==> src/rtl/fetch_port_sched_if.sv <==
// Handshake/control bundle between the shared-port scheduler and the pipeline.
// FETCH_PORT_PERF_EN adds the performance counter outputs.
interface fetch_port_sched_if;
  logic hazard;
  logic branch_taken;
  logic data_req;
  logic port_start;
  logic port_sel;
  logic fetch_valid;
  logic data_done;
  logic pc_freeze;
  logic if_freeze;
  logic if_flush;
  logic back_freeze;
`ifdef FETCH_PORT_PERF_EN
  logic [31:0] fetch_count;
  logic [31:0] stall_count;
`endif

  modport master (
    input  hazard, branch_taken, data_req,
    output port_start, port_sel, fetch_valid, data_done,
    output pc_freeze, if_freeze, if_flush, back_freeze
`ifdef FETCH_PORT_PERF_EN
    , output fetch_count, stall_count
`endif
  );

  modport slave (
    output hazard, branch_taken, data_req,
    input  port_start, port_sel, fetch_valid, data_done,
    input  pc_freeze, if_freeze, if_flush, back_freeze
`ifdef FETCH_PORT_PERF_EN
    , input fetch_count, stall_count
`endif
  );
endinterface

==> src/rtl/fetch_port_sched.sv <==
// Shared memory port scheduler: arbitrates fetch vs. data accesses of fixed LATENCY
// and sequences PC/IF freeze and flush. FETCH_PORT_PERF_EN adds fetch/stall counters.
module fetch_port_sched #(
  parameter int LATENCY = 4
) (
  input  logic                clk,
  input  logic                rst,
  fetch_port_sched_if.master  bus
);

  localparam logic [3:0] LAT = 4'(LATENCY);

  typedef enum logic [1:0] {IDLE, FETCH, DATA} state_t;

  state_t     state_q, state_d;
  logic [3:0] cnt_q, cnt_d;
  logic       squash_q, squash_d;

  logic port_start, port_sel, fetch_valid, data_done;
  logic pc_freeze, if_freeze, if_flush, back_freeze;
  logic fetch_start, done;

  always_ff @(posedge clk or posedge rst) begin
    if (rst) begin
      state_q  <= IDLE;
      cnt_q    <= 4'd0;
      squash_q <= 1'b0;
    end else begin
      state_q  <= state_d;
      cnt_q    <= cnt_d;
      squash_q <= squash_d;
    end
  end

  always_comb begin
    state_d     = state_q;
    cnt_d       = cnt_q;
    squash_d    = squash_q;
    port_start  = 1'b0;
    port_sel    = 1'b0;
    fetch_valid = 1'b0;
    data_done   = 1'b0;
    pc_freeze   = 1'b1;
    if_freeze   = 1'b1;
    if_flush    = 1'b0;
    back_freeze = 1'b0;
    fetch_start = 1'b0;
    done        = (cnt_q == LAT);

    case (state_q)
      IDLE: begin
        if (bus.data_req) begin
          port_start = 1'b1;
          port_sel   = 1'b1;
          state_d    = DATA;
          cnt_d      = 4'd1;
        end else if (!bus.hazard) begin
          port_start  = 1'b1;
          fetch_start = 1'b1;
          state_d     = FETCH;
          cnt_d       = 4'd1;
        end
      end
      FETCH: begin
        if (!done) begin
          cnt_d = cnt_q + 4'd1;
        end else if (!bus.hazard) begin
          // A held completion (hazard) keeps cnt at LAT; memory output stays stable.
          state_d = IDLE;
          cnt_d   = 4'd0;
          if (!squash_q) begin
            fetch_valid = 1'b1;
            if_freeze   = 1'b0;
            pc_freeze   = 1'b0;
          end
        end
      end
      DATA: begin
        port_sel = 1'b1;
        if (!done) begin
          cnt_d       = cnt_q + 4'd1;
          back_freeze = 1'b1;
        end else begin
          data_done = 1'b1;
          state_d   = IDLE;
          cnt_d     = 4'd0;
        end
      end
      default: begin
        state_d = IDLE;
        cnt_d   = 4'd0;
      end
    endcase

    // Wrong-path marking: anything fetching now or in flight belongs to the old path.
    if (bus.branch_taken && !back_freeze) begin
      if_flush    = 1'b1;
      pc_freeze   = 1'b0;
      fetch_valid = 1'b0;
      if (state_q == FETCH || fetch_start) begin
        squash_d = 1'b1;
      end else if (port_start) begin
        squash_d = 1'b0;
      end
    end else if (port_start) begin
      squash_d = 1'b0;
    end

    if (rst) begin
      port_start  = 1'b0;
      port_sel    = 1'b0;
      fetch_valid = 1'b0;
      data_done   = 1'b0;
      pc_freeze   = 1'b1;
      if_freeze   = 1'b1;
      if_flush    = 1'b0;
      back_freeze = 1'b0;
    end
  end

  assign bus.port_start  = port_start;
  assign bus.port_sel    = port_sel;
  assign bus.fetch_valid = fetch_valid;
  assign bus.data_done   = data_done;
  assign bus.pc_freeze   = pc_freeze;
  assign bus.if_freeze   = if_freeze;
  assign bus.if_flush    = if_flush;
  assign bus.back_freeze = back_freeze;

`ifdef FETCH_PORT_PERF_EN
  logic [31:0] fetch_count_q, stall_count_q;

  always_ff @(posedge clk or posedge rst) begin
    if (rst) begin
      fetch_count_q <= 32'd0;
      stall_count_q <= 32'd0;
    end else begin
      if (fetch_valid) fetch_count_q <= fetch_count_q + 32'd1;
      if (pc_freeze)   stall_count_q <= stall_count_q + 32'd1;
    end
  end

  assign bus.fetch_count = fetch_count_q;
  assign bus.stall_count = stall_count_q;
`endif

endmodule
==> src/flat_wrapper.sv <==
// flat-port wrapper written by rule: the top's interface ports become plain ports
module fetch_port_sched_flat 
#(
  parameter int LATENCY = 4
)
  (clk, rst, bus_hazard, bus_branch_taken, bus_data_req, bus_port_start, bus_port_sel, bus_fetch_valid, bus_data_done, bus_pc_freeze, bus_if_freeze, bus_if_flush, bus_back_freeze);
  fetch_port_sched_if bus_i ();
  input  logic clk;
  input  logic rst;
  input wire logic [$bits(bus_i.hazard)-1:0] bus_hazard;
  input wire logic [$bits(bus_i.branch_taken)-1:0] bus_branch_taken;
  input wire logic [$bits(bus_i.data_req)-1:0] bus_data_req;
  output wire logic [$bits(bus_i.port_start)-1:0] bus_port_start;
  output wire logic [$bits(bus_i.port_sel)-1:0] bus_port_sel;
  output wire logic [$bits(bus_i.fetch_valid)-1:0] bus_fetch_valid;
  output wire logic [$bits(bus_i.data_done)-1:0] bus_data_done;
  output wire logic [$bits(bus_i.pc_freeze)-1:0] bus_pc_freeze;
  output wire logic [$bits(bus_i.if_freeze)-1:0] bus_if_freeze;
  output wire logic [$bits(bus_i.if_flush)-1:0] bus_if_flush;
  output wire logic [$bits(bus_i.back_freeze)-1:0] bus_back_freeze;
  assign bus_i.hazard = bus_hazard;
  assign bus_i.branch_taken = bus_branch_taken;
  assign bus_i.data_req = bus_data_req;
  assign bus_port_start = bus_i.port_start;
  assign bus_port_sel = bus_i.port_sel;
  assign bus_fetch_valid = bus_i.fetch_valid;
  assign bus_data_done = bus_i.data_done;
  assign bus_pc_freeze = bus_i.pc_freeze;
  assign bus_if_freeze = bus_i.if_freeze;
  assign bus_if_flush = bus_i.if_flush;
  assign bus_back_freeze = bus_i.back_freeze;
  fetch_port_sched #(.LATENCY(LATENCY)) u_core (.clk(clk), .rst(rst), .bus(bus_i));
endmodule
==> config.mk <==
export PLATFORM = sky130hd
export DESIGN_NAME = fetch_port_sched_flat
export DESIGN_NICKNAME = d
export VERILOG_FILES = /design/src/rtl/fetch_port_sched_if.sv /design/src/rtl/fetch_port_sched.sv /design/src/flat_wrapper.sv
export SDC_FILE = /design/constraint.sdc
export NUM_CORES = 1
export LEC_CHECK = 0
export ABC_AREA = 0
export CORE_UTILIZATION = 35
export DETAILED_ROUTE_END_ITERATION = 12
export GPL_ROUTABILITY_DRIVEN = 0
export SKIP_LAST_GASP = 1
export SYNTH_ARGS = -nofsm -noshare
export SYNTH_HDL_FRONTEND = slang
export SYNTH_SLANG_ARGS = --single-unit
==> constraint.sdc <==
create_clock -name clk -period 4.3 [get_ports clk]
set_input_delay 0.43 -clock clk [delete_from_list [all_inputs] [get_ports clk]]
set_output_delay 0.43 -clock clk [all_outputs]
set_load 0.1 [all_outputs]
==> impl_metrics.tcl, run 1 <==
set metrics [dict create \
    worstPathCellList "inv_1, ha_1, nor3b_1, nand3_1, a21o_1, clkdlybuf4s50_1" \
    worstPathRequired_ns 3.87 \
    io_buffers 12 \
    grt_antenna_before_repair 0 \
    wl_per_cell_microns 12.07 \
    worst-path-buf-inv 2 \
    cp_num_cells 6 \
    synth_cells 70 \
    pwr-share-seq 0.232 \
    r2r_start "u_core.state_q[0]" \
    start_kind "register" \
    initialDrtViolationCount 13 \
    grt_overflow_total 0 \
    ios 13 \
    rows 14 \
    period_minus_slack_ns 3.104 \
    nNetsFinal 99 \
    finalCritPeriodShare 0.7220 \
    max_freq_mhz 322.1 \
    grt_max_degree 9 \
    hpwl_microns 1003 \
    setup_ws_ns 1.196 \
    p_sw_uw 262.1 \
    critPathCaptureType "primary output" \
    synth-seq-cells 7 \
    synth_top_area_cell "dfrtp_1" \
    cp.arrival_ns 2.67 \
    maxCapViolations 0 \
    synth.top_cell.area_share 0.2954 \
    r2r_end "u_core.state_q[0]" \
    synth.area.top_cells "dfrtp_1 (30%), ha_1 (15%), nand2_1 (5.7%)" \
    p_int_uw 242.4 \
    synth.area.mux_share 0 \
    yosys.area_share.simple 0.3101 \
    setup_tns_ns 0 \
    clkLatencyLatePin_ns 0.26 \
    finalMaxSlewViolations 0 \
    cts_resized 0 \
    cts_setup_buffers 0 \
    die-width_microns 43.17 \
    initial_core_util 0.3847 \
    synthToLayoutAreaGrowth_pct 28.69 \
    yosysSeqAreaShare 0.2954 \
    layout_commonest_cell "clkdlybuf4s50_1" \
    path_max_fanout 5 \
    die_h_microns 43.17 \
    crit_type "register to primary output" \
    rr_worst_depth 6 \
    synth_edf_count 0 \
    clk_path_buf_depth 2 \
    crit_slowest_cell "clkdlybuf4s50_1" \
    p_clk_frac 0.124 \
    combPwrFrac 0.644 \
    clockRootBuffer "clkbuf_4" \
    tightestPinTransition_ns 0.9669 \
    finalSetupViolCount 0 \
    clock_skew_ns 0.002749 \
    antenna_cells 0 \
    final_cell_mix "clkdlybuf4s50_1 (11), nand2_1 (9), ha_1 (7), dfrtp_1 (7)" \
    final_cells 102 \
    status "finished clean" \
    hp-class "register to register" \
    swShare 0.5195 \
    r2r_slack_ns 2.72 \
    crit_family "buffers and inverters" \
    dp_worst_setup_slack_ns 1.217 \
    cts_tree "yes" \
    synthXorXnorAreaFrac 0 \
    power_density_mw_per_mm2 661.1 \
    htree_levels 1 \
    synth_top_family_by_area "simple AND/OR/NAND/NOR gates" \
    power_leakage_uw 0.0003630 \
    grt_pass1_wl_microns 2145 \
    rsz0062_at_grt "no" \
    synth_ff_type "dfrtp_1" \
    syn_avg_cell_area_sq_um 8.472 \
    synth-adder-area-share 0.1477 \
    yosysUniqueCellTypes 26 \
    yosys_warnings 0 \
    drive_gt1_frac 0.1279 \
    crit_start "u_core.state_q[1]" \
    ys_async_sr_fraction 1.000 \
    grt_pass1_vias 500 \
    die-area_sq_mm 0.001863 \
    globalRouteTotalUtil 0.1567 \
    hold_violations 0 \
    dr.pass1.iters 4 \
    drc 0 \
    final_util 0.4951 \
    clk_pin_slew_ns 0.05 \
    via_per_inst 5.382 \
    synth_compound_area_frac 0.2152 \
    cts_hold_repair.buffers 0 \
    drtAntennaViolNets 0 \
    core_area_sq_mm 0.001541 \
    critPathCapture "bus_pc_freeze" \
    vias 549 \
    synth.net_count 82 \
    placedCellCount 98 \
    max-vdd-ir-drop_mv 0.2822 \
    critical_path.max_stage_delay_ns 0.96 \
    wl_microns 1231 \
    numCtsBuffers 3 \
    clkSinkCount 7 \
    max_slew_margin 0.3534 \
    syn-cell-area_sq_um 593.1 \
]
## metal layers
| layer | vias up | share of wire | track usage |
|---|---|---|---|
| li1 | 280 | - | - |
| met1 | 250 | 0.48 | 0.1979 |
| met2 | 15 | 0.45 | 0.2388 |
| met3 | 4 | 0.047 | 0.05106 |
| met4 | 0 | 0.018 | 0.07273 |
| met5 | - | 0 | 0 |
## worst reg2reg max path, stage by stage (launching register included)
cell and delay (ns):
dfrtp_1 0.38, inv_1 0.10, ha_1 0.26, nor2b_1 0.14
o21ai_0 0.25, a21oi_1 0.11, a31o_2 0.22
## cells by family (layout without fill, tap and decap cells)
family | count (synthesis) | count (layout)
fa+ha+maj | 7 | 7
simple gates | 32 | 32
buf+inv | 5 | 21
flops | 7 | 7
compound gates | 19 | 19
## per-stage QoR
step / total power [uW] / hold slack [ns] / cell area [sq um]
2_1_floorplan: 374.1 / 0.2386 / 599.3
3_3_place_gp: 443.9 / 0.5125 / 737.0
3_5_place_dp: 443.9 / 0.5248 / 737.0
4_1_cts: 509.8 / 0.5375 / 763.2
5_1_grt: 547.0 / 0.5612 / 763.2
6_report: 504.6 / 0.5297 / 763.2
## flip-flops by register name, indices dropped and copies added (netlist names)
name and count:
u_core.squash_q 1, u_core.cnt_q 4, u_core.state_q 2
## power by group through the flow
stage	clock network (uW)	registers, uW	logic [uW]
final	62.8	117	325
after global routing	70.0	121	356
after CTS	65.1	117	328
after detailed placement	0	118	326
after global placement	0	117	327
after floorplan	0	111	263
## area by class of cell
cell class / count / area, sq um
repair buffers: 12 / 117.6
inverters: 5 / 18.77
well taps: 16 / 20.02
flip-flops and latches: 7 / 175.2
clock buffers: 4 / 26.28
fillers: 158 / 778.2
multi-input cells: 58 / 405.4
## synth_stat cells (4+ instances only)
master and count:
nand2_1 9, a21oi_1 4, ha_1 7, dfrtp_1 7, nor2b_1 4, nor2_1 5
inv_1 5, o21ai_0 4
## how the worst min path moves through the flow
stage | from | end | slack [ns] | cells past startpoint
global placement | u_core.cnt_q[1] | u_core.cnt_q[1] | 0.51 | 2
detailed placement | u_core.cnt_q[1] | u_core.cnt_q[1] | 0.52 | 2
CTS | u_core.cnt_q[0] | u_core.cnt_q[0] | 0.54 | 2
finish | u_core.cnt_q[1] | u_core.cnt_q[1] | 0.53 | 2
global route | u_core.squash_q | u_core.squash_q | 0.56 | 2
floorplan | rst | u_core.cnt_q[0] | 0.24 | 1
(Power assumes the default switching activity.)
==> run 2: changes to the inputs <==
Clock period 4.3 ns to 3.06 ns, I/O delays scaled along.
==> impl_metrics.tcl, run 2 (synthesized netlist as in run 1, its figures left out) <==
set metrics [dict create \
    reg_top3 "u_core.cnt_q x4, u_core.state_q x2, u_core.squash_q x1" \
    start_kind "register" \
    dr.pass1.iters 4 \
    drive_gt1_frac 0.2093 \
    clkLatencyLatePin_ns 0.26 \
    synthToLayoutAreaGrowth_pct 25.74 \
    die-width_microns 43.17 \
    drtAntennaViolNets 0 \
    cts_resized 0 \
    core_area_sq_mm 0.001541 \
    hold_violations 0 \
    finalSetupViolCount 0 \
    final_cell_mix "nand2_1 (9), buf_4 (8), ha_1 (7), dfrtp_1 (7)" \
    antenna_cells 0 \
    wl_per_cell_microns 12.94 \
    critPathCaptureType "primary output" \
    hpwl_microns 1011 \
    crit_start "u_core.state_q[1]" \
    globalRouteTotalUtil 0.1696 \
    max_slew_margin 0.7549 \
    via_per_inst 5.324 \
    grt_pass1_vias 545 \
    layout_commonest_cell "nand2_1" \
    crit_slowest_cell "dfrtp_1" \
    total_power_uw 712.4 \
    p_int_uw 334.9 \
    grt_pass1_wl_microns 2318 \
    grt_antenna_before_repair 0 \
    r2r_slack_ns 1.50 \
    tightestPinTransition_ns 0.3668 \
    numCtsBuffers 3 \
    cp.arrival_ns 2.03 \
    io_buffers 12 \
    worstPathRequired_ns 2.75 \
    rsz0062_at_grt "no" \
    worstPathCellList "inv_1, ha_1, nor3b_1, nor4b_2, buf_4" \
    finalMaxSlewViolations 0 \
    largest_reg_flops 4 \
    cts_tree "yes" \
    combPwrFrac 0.642 \
    clk_pin_slew_ns 0.06 \
    clkSinkCount 7 \
    power_density_mw_per_mm2 955.3 \
    hp-class "primary input to asynchronous set/reset pin" \
    pwr-share-seq 0.231 \
    period_minus_slack_ns 2.336 \
    clockRootBuffer "clkbuf_4" \
    grt_overflow_total 0 \
    worst-path-buf-inv 2 \
    power_leakage_uw 0.0003716 \
    rows 14 \
    clk_path_buf_depth 2 \
    wl_microns 1320 \
    drc 0 \
    crit_family "simple AND/OR/NAND/NOR gates" \
    r2r_start "u_core.state_q[1]" \
    maxCapViolations 0 \
    critical_path.max_stage_delay_ns 0.41 \
    p_clk_frac 0.128 \
    vias 543 \
    die-area_sq_mm 0.001863 \
    htree_levels 1 \
    initialDrtViolationCount 13 \
    finalCritPeriodShare 0.7633 \
    path_max_fanout 5 \
    largest_register "u_core.cnt_q" \
    setup_tns_ns 0 \
    p_sw_uw 377.4 \
    nNetsFinal 99 \
    cts_hold_repair.buffers 0 \
    ios 13 \
    max-vdd-ir-drop_mv 0.3845 \
    grt_max_degree 9 \
    max_freq_mhz 428.2 \
    crit_type "register to primary output" \
    initial_core_util 0.3847 \
    status "finished clean" \
    clock_skew_ns 0.005272 \
    swShare 0.5298 \
    die_h_microns 43.17 \
    cts_setup_buffers 0 \
]
==> run 2: cell types whose count changed in the layout (fill, tap and decap cells not counted) <==
| cell | change |
|---|---|
| buf_4 | +7 |
| clkdlybuf4s50_1 | -7 |
==> run 2: final cells by class <==
| cell class | instances | area [sq um] |
|---|---|---|
| Tap cell | 16 | 20.02 |
| Timing Repair Buffer | 12 | 100.1 |
| Sequential cell | 7 | 175.2 |
| Multi-Input combinational cell | 58 | 405.4 |
| Clock buffer | 4 | 26.28 |
| Inverter | 5 | 18.77 |
| Fill cell | 161 | 795.8 |
==> run 2: final timing paths <==
kind,to,depth (start not counted)
worst max-delay path,bus_fetch_valid,5
worst min-delay path,u_core.squash_q,2
worst max register to register,u_core.state_q[0],6
worst min register to register,u_core.cnt_q[1],2
max in group asynchronous,u_core.cnt_q[0],2
min in group clk,u_core.cnt_q[1],2
==> run 2: routing by layer <==
layer | GRT usage | part of all wire | up-vias | wire length (microns)
met5 | 0 | 0 | - | 0
met4 | 0.1273 | 0.032 | 0 | 42
met3 | 0.02553 | 0.048 | 5 | 64
met1 | 0.2286 | 0.51 | 244 | 668
met2 | 0.2388 | 0.41 | 17 | 545
li1 | - | - | 277 | -
==> run 2: power groups by stage <==
stage               clock network, uW  registers (uW)  logic [uW]
finish                           91.0             164         457
global route                     95.4             172         504
CTS                              93.2             164         458
detailed placement                  0             166         455
global placement                    0             165         454
floorplan                           0             156         369
==> run 2: stage by stage <==
stage                       util  setup slack (ns)  instance area (sq um)  cells  hold slack [ns]
after floorplan                -           0.02964                  599.3     70           0.1146
after global placement    0.4667             1.002                  719.4     98           0.5172
after detailed placement  0.4667            0.9760                  719.4     98           0.5274
after CTS                 0.4838            0.7203                  745.7    102           0.4900
after global routing      0.4838            0.6187                  745.7    102           0.5497
final                     0.4838            0.7244                  745.7    102           0.4898
